File: config.mk
export PLATFORM = sky130hd
export DESIGN_NAME = datapath_sequencer
export DESIGN_NICKNAME = d
export VERILOG_FILES = /design/src/rtl/datapath_sequencer.sv
export SDC_FILE = /design/constraint.sdc
export NUM_CORES = 1
export LEC_CHECK = 0
export CAP_MARGIN = 20
export CORE_UTILIZATION = 39
export CTS_CLUSTER_SIZE = 14
export DETAILED_ROUTE_END_ITERATION = 8
export PLACE_DENSITY_LB_ADDON = 0.1
export SETUP_SLACK_MARGIN = 0.1
export SYNTH_ARGS = -nofsm -noshare
export SYNTH_HDL_FRONTEND = slang
export SYNTH_SLANG_ARGS = --single-unit
File: constraint.sdc
create_clock -name clk -period 1.7 [get_ports clk]
set_clock_uncertainty 0.15 [all_clocks]
set_input_delay 0.51 -clock clk [delete_from_list [all_inputs] [get_ports clk]]
set_output_delay 0.51 -clock clk [all_outputs]
set_load 0.05 [all_outputs]
File: src/rtl/datapath_sequencer.sv
// Control sequencer for the register-file/ALU datapath: accepts one instruction
// per handshake and drives Sel/Wen/WA/RAA/RAB/Op through execute and write-back.
// Optional macro SEQ_ILLEGAL_TRAP_EN: illegal ops enter a sticky TRAP state.
module datapath_sequencer #(
  parameter int EXEC_CYCLES = 1
) (
  input  logic        clk,
  input  logic        rst,
  input  logic        instr_valid,
  output logic        instr_ready,
  input  logic [15:0] instr,
  output logic [3:0]  Sel,
  output logic        Wen,
  output logic [3:0]  WA,
  output logic [3:0]  RAA,
  output logic [3:0]  RAB,
  output logic [2:0]  Op,
  input  logic        Flag,
  output logic        flag_q,
  output logic        done,
  output logic        skipped,
  output logic        busy
`ifdef SEQ_ILLEGAL_TRAP_EN
  ,
  output logic        trap
`endif
);

  localparam logic [2:0] OP_EQ   = 3'b010;
  localparam logic [2:0] OP_LOAD = 3'b101;
  localparam logic [3:0] LAST_CNT = 4'(EXEC_CYCLES - 1);

  typedef enum logic [2:0] {
    S_IDLE,
    S_EXEC,
    S_WRITE,
    S_CMP,
    S_TRAP
  } state_t;

  state_t     state_q, state_d;
  logic [3:0] cnt_q, cnt_d;
  logic       skip_q, skip_d;
  logic       flag_d;
  logic [2:0] op_q;
  logic [3:0] dest_q, srca_q, srcb_q;
  logic       accept;
  logic       op_legal;
  logic [3:0] sel_val;

  assign accept   = instr_valid & instr_ready;
  assign op_legal = (op_q <= OP_LOAD);
  assign sel_val  = (op_q == OP_LOAD) ? srca_q : 4'd0;

  always_ff @(posedge clk) begin
    if (rst) begin
      state_q <= S_IDLE;
      cnt_q   <= 4'd0;
      skip_q  <= 1'b0;
      flag_q  <= 1'b0;
    end else begin
      state_q <= state_d;
      cnt_q   <= cnt_d;
      skip_q  <= skip_d;
      flag_q  <= flag_d;
    end
  end

  // Instruction fields are plain data: captured on handshake, never reset.
  always_ff @(posedge clk) begin
    if (accept) begin
      op_q   <= instr[15:13];
      dest_q <= instr[12:9];
      srca_q <= instr[8:5];
      srcb_q <= instr[4:1];
    end
  end

  always_comb begin
    state_d     = state_q;
    cnt_d       = cnt_q;
    skip_d      = skip_q;
    flag_d      = flag_q;
    instr_ready = 1'b0;
    Sel         = 4'd0;
    Wen         = 1'b0;
    WA          = 4'd0;
    RAA         = 4'd0;
    RAB         = 4'd0;
    Op          = 3'd0;
    done        = 1'b0;
    skipped     = 1'b0;
    busy        = 1'b0;
`ifdef SEQ_ILLEGAL_TRAP_EN
    trap        = 1'b0;
`endif
    // Outputs hold reset values for the whole reset cycle.
    if (!rst) begin
      busy = (state_q != S_IDLE);
      case (state_q)
        S_IDLE: begin
          instr_ready = 1'b1;
          if (instr_valid) begin
            cnt_d  = 4'd0;
            skip_d = instr[0] & ~flag_q;
`ifdef SEQ_ILLEGAL_TRAP_EN
            if (instr[15:13] > OP_LOAD) state_d = S_TRAP;
            else
`endif
            if (instr[0] & ~flag_q) state_d = S_WRITE;
            else                    state_d = S_EXEC;
          end
        end
        S_EXEC: begin
          Op  = op_q;
          RAA = srca_q;
          RAB = srcb_q;
          Sel = sel_val;
          if (cnt_q == LAST_CNT) state_d = (op_q == OP_EQ) ? S_CMP : S_WRITE;
          else                   cnt_d   = cnt_q + 4'd1;
        end
        S_WRITE: begin
          Op      = op_q;
          RAA     = srca_q;
          RAB     = srcb_q;
          Sel     = sel_val;
          WA      = dest_q;
          Wen     = ~skip_q & op_legal;
          done    = 1'b1;
          skipped = skip_q;
          state_d = S_IDLE;
        end
        S_CMP: begin
          Op      = op_q;
          RAA     = srca_q;
          RAB     = srcb_q;
          done    = 1'b1;
          flag_d  = Flag;
          state_d = S_IDLE;
        end
`ifdef SEQ_ILLEGAL_TRAP_EN
        S_TRAP: begin
          trap = 1'b1;
        end
`endif
        default: state_d = S_IDLE;
      endcase
    end
  end

endmodule

Word level (Yosys, flattened, before mapping)
Cells that the tools add are included.
{ "word_totals": {"wordCells": 61, "regBits": 24} }
{ "classes": {"magnitude_cmp": 1, "addsub": 1, "reduce_logical": 10, "mux": 28, "eq_ne": 8, "bitwise_logic": 5} }
{ "op_table": {"columns": ["cell", "count"], "rows": [
  ["$mux 4", 11],
  ["$mux 3", 4],
  ["$mux 1", 10],
  ["$eq 3x2->1 const B", 3],
  ["$pmux 4 s2", 1],
  ["$ne 2x2->1 const B", 3],
  ["$pmux 3 s2", 1],
  ["$add 4x1->4 const B", 1],
  ["$logic_not 4->1", 1],
  ["$reduce_and 2->1", 2],
  ["$reduce_or 2->1", 2],
  ["$and 1x1->1", 3],
  ["$eq 3x1->1 const B", 1],
  ["$eq 3x3->1 const B", 1],
  ["$le 3x3->1 const B", 1],
  ["$logic_not 3->1", 1],
  ["$reduce_and 3->1", 1],
  ["$reduce_bool 3->1", 1],
  ["$reduce_or 3->1", 1],
  ["$mux 2", 1],
  ["$not 1->1", 2],
  ["$reduce_bool 2->1", 1]
]} }

Logic depth before layout (Yosys ltp)
Gate-level depths: netlist of the first run.
{ "depth": {"depth_word": 5, "ltp_mapped": 7, "mapped_depth_nobuf": 6} }

Least setup slack after synthesis of the first run
OpenSTA, ideal clock, no wires.
{ "synth_timing": {"path_type": "register to output", "start": "reg state_q[0]", "end": "out Op[0]", "stages_incl_launch_ff": 6, "setup_slack_ns": -1.058, "t_arrival_ns": 2.098, "path_cell_list": "dfxtp_1 inv_1 ha_1 buf_6 nor2_1 and2_1"} }
{ "synth_via": {"elab_chain_cells": 4, "word_cells_on_any_way": 6, "classes_between": "3 x eq/ne; 2 x mux; 1 x reduce/logical"} }
{ "synth_rtl": {"columns": ["element", "line_no", "text"], "rows": [
  ["start: declaration", "41", "state_t state_q, state_d;"],
  ["start signal: assignment", "62", "state_q <= state_d;"],
  ["$eq 3x1->1 / $eq 3x2->1 (equally long branches)", "100", "case (state_q)"],
  ["$reduce_or 3->1 (no line) (*)", null, null],
  ["$mux 3 (*)", "100", null],
  ["$mux 3 (*)", "98", "if (!rst) begin"],
  ["end: declaration", "17", "output logic [2:0] Op,"]
]} }
Mark *: on every way between the ends. The rest lies on a longest branch, timed or not.

Worst setup path after layout of the first run
{ "layout_timing": {"start": "reg op_q[1]", "end": "out Sel[2]"} }
{ "layout_via": {"elab_chain_cells": 4} }
{ "layout_rtl": {"columns": ["element", "line_no", "text"], "rows": [
  ["start: declaration", "45", "logic [2:0] op_q;"],
  ["start signal: assignment", "72", "op_q <= instr[15:13];"],
  ["$eq 3x3->1", "53", "assign sel_val = (op_q == OP_LOAD) ? srca_q : 4'd0;"],
  ["$mux 4", "53", null],
  ["$mux 4", "100", null],
  ["$mux 4", "98", null],
  ["end: declaration", "12", "output logic [3:0] Sel,"]
]} }
Every way passes these cells.

==> results of run 1 <==
==> metal layers <==
layer  share of wire [%]  GRT usage [%]
met1                  37           28.1
met2                  56           43.5
met4                 2.8           14.3
met3                 4.2           3.23
met5                   0              0
==> worst paths after layout <==
kind,slack (ns),startpoint,to,cells after the start
worst max-delay path,-0.58,op_q[1],Sel[2],4
worst min-delay path,0.35,cnt_q[0],cnt_q[0],2
worst max register to register,-0.39,state_q[0],cnt_q[1],10
worst min register to register,0.35,cnt_q[0],cnt_q[0],2
==> placed cells by master (no fill, tap or decap), drive strengths merged <==
| master | instances |
|---|---|
| clkdlybuf4s50 | 18 |
| edfxtp | 15 |
| a211oi | 1 |
| or4 | 2 |
| and3 | 1 |
| mux2i | 1 |
| or3b | 2 |
| inv | 8 |
| nor4bb | 2 |
| nor2 | 12 |
| nand2b | 3 |
| o21bai | 1 |
| o22ai | 2 |
| ha | 6 |
| clkbuf | 3 |
| dfxtp | 8 |
| and2 | 15 |
| nand2 | 8 |
| clkdlybuf4s15 | 1 |
| clkinv | 1 |
| buf | 53 |
| or2 | 1 |
| nor3 | 5 |
| nor2b | 3 |
| nor3b | 1 |
| nand3 | 1 |
| a21oi | 8 |
| o32ai | 1 |
| o21ai | 1 |
==> cell type report <==
cell class	count	area, sq um	share of cell area [%]
clock buffer	3	22.5	0.913
clock inverter	1	5.00	0.203
inverter	8	32.5	1.32
multi-input combinational	77	772	31.3
sequential	23	616	25.0
tap	31	38.8	1.57
timing repair buffer	72	980	39.7
==> kinds of logic after synthesis <==
group,after synthesis,share of synthesized area (%)
buffers and inverters,12,4.66
and+or+nand+nor,54,26.8
DFF,23,52.9
AOI/OAI and AO/OA,14,8.34
muxes,1,0.867
adders and majority gates,6,6.50
==> metrics by stage <==
stage               TNS [ns]  total power (uW)  hold WS (ns)
finish                -14.90              2040         0.347
CTS                   -12.82              1910         0.349
global route          -16.82              2110         0.370
detailed placement    -24.79              1520         0.322
global placement      -22.95              1490         0.317
floorplan              -6.96              1120         0.299
==> cells in the mapped netlist, types with 2 or more instances <==
master | number | area share [%]
o22ai_1 | 2 | 1.1
nand2_1 | 8 | 2.6
and2_1 | 14 | 7.6
nand2b_1 | 3 | 1.6
dfxtp_1 | 8 | 14
nor3_1 | 5 | 2.2
edfxtp_1 | 15 | 39
inv_1 | 8 | 2.6
or4_1 | 2 | 1.3
nor2_1 | 11 | 3.6
nor4bb_1 | 2 | 1.7
a21oi_1 | 7 | 3.0
nor2b_1 | 2 | 1.1
clkbuf_1 | 2 | 0.65
ha_1 | 6 | 6.5
==> critical path: stages (launching register included) <==
cell and delay [ns]:
edfxtp_1 0.48, nor4bb_4 0.32, nand2_2 0.17, nor2_4 0.18, buf_12 0.15
==> flip-flops by register name (all words and copies together) (netlist names) <==
signal,cells
op_q,3
srcb_q,4
flag_q,1
dest_q,4
srca_q,4
skip_q,1
state_q,2
cnt_q,4
==> where the power goes <==
part / switching, uW / leakage (uW) / internal [uW] / total (uW)
registers: 27.4 / 0.000205 / 638 / 666
clock network: 179 / 0.0000177 / 88.3 / 267
logic: 520 / 0.000745 / 586 / 1110
==> timing repair <==
item / 4_1_cts / 5_1_grt
pin swaps: 21 / 13
resized for setup: 26 / 20
endpoints found under the setup margin: 45 / 47
buffers inserted: 6 / 6
cloned: 1 / 1
==> summary.txt, run 1 <==
Cells and area
  – Util after Layout: 88.7%
  – NumNets Final: ~210
  – Ant. Diodes: 0
  – Layout cells sized above 1: about three fifths
  – Syn-to-layout area delta: 114%
  – Fillcell total: about 120
  – Final instance area: about 0.0025 sq mm
  – Final Non-Filler Cells: roughly 220

Job
  – MaxCap Viol Count: 0

Place
  – Pre-CTS setup slack: -0.750 ns
  – Area post-placement: 0.00217 sq mm
  – HPWL Detailed: about 2400 um
  – GP Congestion: between 0.7 and 0.8
  – Port Buf Inserts: 44
  – Post-Place Cells: 200

Global routing
  – Gr ovfl total: 0
  – Initial antenna violation count: 0
  – Number of global-route vias before repair: 1142
  – First-pass GRT wire length: approximately 5700 um
  – All-Layer GR Usage: 24.5%
  – Largest net degree at the start of global routing: 14

Worst setup path
  – Critical path arrival: ~1.6 ns
  – Critical Path Fanout Max: 3
  – CP endpoint kind: primary output
  – Crit Path Class: reg -> out
  – Data required, critical path: 1.04 ns
  – Worst Setup Start Kind: flip-flop

Synth
  – Main synth FF type: edfxtp_1
  – Synthesized Nets: roughly 140
  – Mapped Avg Cell Area: approximately 10 sq um
  – Yosys reg bits: 23
  – Register area share after synthesis: a little over half
  – Yosys warnings: 0
  – Syn Std Cell Area: roughly 0.0012 sq mm
  – Mapped Cells: between 100 and 150
  – Cell variety after synth: 30
  – Post-synth EDFFs: 15
  – Ys async rst share: 0%

Clocking
  – Clock Tree Root: clkbuf_4
  – Cts hold-fix bufs: 0
  – CTS buffer count: 3
  – Clock transition at path regs: between 0.1 and 0.15 ns
  – CTS tree: built
  – H-tree depth: 1
  – Clk_lat worst skew: 0.32 ns
  – Bufs on Longest Clock Path: 2
  – Clock Sinks: 23

Drt
  – Pre-antenna DRT Iters: 4
  – Remaining DRCs: 0
  – Drt initial violations: 33
  – DR vias: 1135
  – DR WL/cell: roughly 18 um
  – DRT Wirelength: 3960 um
  – Vias per std cell: around 5.3
  – Routed Antenna Nets: 0

Timing
  – Worst setup margin: -0.580 ns
  – Slew headroom: between 70% and 80%
  – Max Slew Vio Count: 0
  – Setup violators final: between 40 and 50
  – Tcrit/Tclk final: 134%
  – RSZ-0062 raised after global routing: true
  – Fmax: 439 MHz
  – Slew @ Worst Pin: ~0.34 ns
  – Minimum clock period: approximately 2.3 ns
  – Final hold violations: 0

Die
  – Row count: 19
  – Initial Utilization: 41.5%
  – Die Y: roughly 56 um
  – Ports: between 40 and 50
  – Die area: between 0.003 and 0.004 sq mm
  – Core area: between 0.002 and 0.003 sq mm
  – Die width: 56.4 um

Run status
  – Violated checks: setup timing
  – Status: finished with violations

Pwr
  – Leak Pwr: around 0.00097 uW
  – Worst vdd ir: about 0.83 mV
  – Pwr dens: between 800 and 900 mW/mm^2

Hold path
  – Type of the worst min-delay path: reg -> reg
Power figures use the tool's default switching activity.
==> inputs of run 2 (changes only) <==
- TNS_END_PERCENT: not set -> 10
==> summary.txt, run 2 (same netlist as run 1, synthesis figures left out) <==
Worst setup path
  – Largest delay share family, worst path: simple AND/OR/NAND/NOR gates
  – Crit Path Class: reg -> out
  – Data required, critical path: 1.04 ns (about the same)
  – Max stage delay cell, worst path: edfxtp_1
  – CP bufs+invs: 1 (unchanged)
  – Crit path largest cell delay: 0.47 ns (about the same)
  – Cell Chain, Critical Path: nor4bb_4 > nand2_2 > nor2_4 > buf_12
  – CP endpoint kind: primary output
  – Critical Path Fanout Max: 3 (unchanged)
  – Worst Setup Start Kind: flip-flop
  – Critical path arrival: 1.58 ns (-0.04 ns)

Drt
  – DRT Wirelength: 3520 um (-11%)
  – Vias per std cell: 5.13 (-2.9%)
  – DR WL/cell: 16.9 um (-8.2%)
  – Routed Antenna Nets: 0 (unchanged)
  – Drt initial violations: 23 (-30%)
  – DR vias: 1066 (-6.1%)
  – Remaining DRCs: 0 (unchanged)
  – Pre-antenna DRT Iters: 4 (unchanged)

Cells and area
  – Most frequent cells in the layout: buf_12, clkdlybuf4s50_1, edfxtp_1, buf_4, and2_4
  – Layout cells sized above 1: 55.9% (-5.5 points)
  – NumNets Final: 204 (-3.3%)
  – Ant. Diodes: 0 (unchanged)
  – Multi-input logic area: 682 sq um (-12%)
  – Fillcell total: 157 (+33%)
  – Syn-to-layout area delta: 98.5%
  – FF+latch area: 613 sq um (-0.41%)
  – Final instance area: 0.00229 sq mm (-7.1%)
  – Most common cell after layout, fill and taps aside: buf_12

Run status
  – Status: finished with violations
  – Violated checks: setup timing

Global routing
  – Number of global-route vias before repair: 1137 (-0.44%)
  – Largest net degree at the start of global routing: 17 (+3)
  – Gr ovfl total: 0 (unchanged)
  – Initial antenna violation count: 0 (unchanged)
  – First-pass GRT wire length: 5140 um (-9.8%)
  – All-Layer GR Usage: 21.0% (-3.5 points)

Clocking
  – CTS buffer count: 3 (unchanged)
  – Clock transition at path regs: 0.13 ns (about the same)
  – Clk_lat worst skew: 0.32 ns (about the same)
  – H-tree depth: 1 (unchanged)
  – Bufs on Longest Clock Path: 2 (unchanged)
  – Clock Sinks: 23 (unchanged)
  – Clock Tree Root: clkbuf_4
  – CTS tree: built
  – Cts hold-fix bufs: 0 (unchanged)

Timing
  – Slew headroom: 83.6% (+6.5 points)
  – Hold_ws: 0.348 ns (+0.00159 ns)
  – Minimum clock period: 2.24 ns (-0.0361 ns)
  – Tcrit/Tclk final: 132% (-2.1 points)
  – Slew @ Worst Pin: 0.245 ns (-0.0935 ns)
  – Worst setup margin: -0.544 ns (+0.0361 ns)
  – Setup violators final: 45 (-2.2%)
  – RSZ-0062 raised after global routing: true
  – Max Slew Vio Count: 0 (unchanged)
  – Final hold violations: 0 (unchanged)
  – Fmax: 446 MHz (+1.6%)
  – Setup TNS: -11.30 ns (+3.60 ns)

Place
  – GP Congestion: 0.833 (+10%)
  – Area post-placement: 0.00215 sq mm (-1.2%)
  – HPWL Detailed: 2440 um (-0.35%)
  – Port Buf Inserts: 44 (unchanged)

Hold path
  – Type of the worst min-delay path: reg -> reg

Die
  – Ports: 45 (unchanged)
  – Row count: 19 (unchanged)
  – Die Y: 56.4 um (unchanged)
  – Initial Utilization: 41.5% (unchanged)
  – Die width: 56.4 um (unchanged)
  – Die area: 0.00318 sq mm (unchanged)
  – Core area: 0.00278 sq mm (unchanged)

Pwr
  – Worst vdd ir: 0.774 mV (-7.0%)
  – Pwr dens: 809 mW/mm^2 (-2.2%)
  – Leak Pwr: 0.000897 uW (-7.3%)

Job
  – MaxCap Viol Count: 0 (unchanged)
==> run 2: changes by cell type in the layout (fill, tap and decap cells not counted), moves of 3 or more <==
| cell | delta |
|---|---|
| buf_4 | +3 |
| buf_6 | -9 |
| ha_2 | +3 |
| nand2_1 | +3 |
| nor2_2 | +3 |
| nor2_4 | -3 |
==> run 2: stage by stage <==
step / worst slack, ns / instances / utilization, % / total power, uW
finish: -0.544 / 208 / 82.4 / 1850
global route: -0.607 / 208 / 82.4 / 1920
CTS: -0.533 / 206 / 80.3 / 1790
detailed placement: -0.800 / 200 / 77.2 / 1500
global placement: -0.732 / 200 / 77.2 / 1480
floorplan: -0.348 / 110 / - / 1110
==> run 2: final cells by class <==
type | count | share of cell area (%)
repair buffers | 66 | 39.3
clock buffers | 3 | 0.983
flip-flops and latches | 23 | 26.7
multi-input cells | 76 | 29.7
clock inverters | 1 | 0.218
inverters | 8 | 1.31
well taps | 31 | 1.69
==> run 2: power breakdown <==
part,internal (uW),leakage (uW),switching [uW],total [uW]
logic,484,0.000675,444,928
clock network,88.2,0.0000177,180,268
registers,638,0.000204,19.8,658
total,1210,0.000897,644,1850
==> run 2: repair_timing <==
| item | 4_1_cts | 5_1_grt |
|---|---|---|
| buffers inserted | 1 | 2 |
| gates cloned | 1 | 0 |
| endpoints found under the hold margin | 0 | 0 |
| gates resized for setup | 17 | 8 |
| pin swaps | 15 | 6 |
| setup endpoints to repair | 45 | 46 |
==> run 2: layer usage <==
layer	up-vias	wire length [um]	global-route usage, %
li1	511	-	-
met1	514	1290	23.2
met2	33	2030	41.0
met3	8	118	3.00
met4	0	79	6.27
met5	-	0	0
==> run 2: worst paths after layout <==
check,startpoint,endpoint,slack (ns),cells past startpoint
setup / recovery,op_q[1],Sel[0],-0.54,4
hold / removal,skip_q,skip_q,0.35,2
setup reg to reg,state_q[0],cnt_q[3],-0.20,7
hold reg to reg,skip_q,skip_q,0.35,2
==> run 2: worst min-delay path, cell delays in order, from the launching register on <==
cell and delay [ns]:
dfxtp_1 0.35, nand2_1 0.06, a21oi_1 0.05
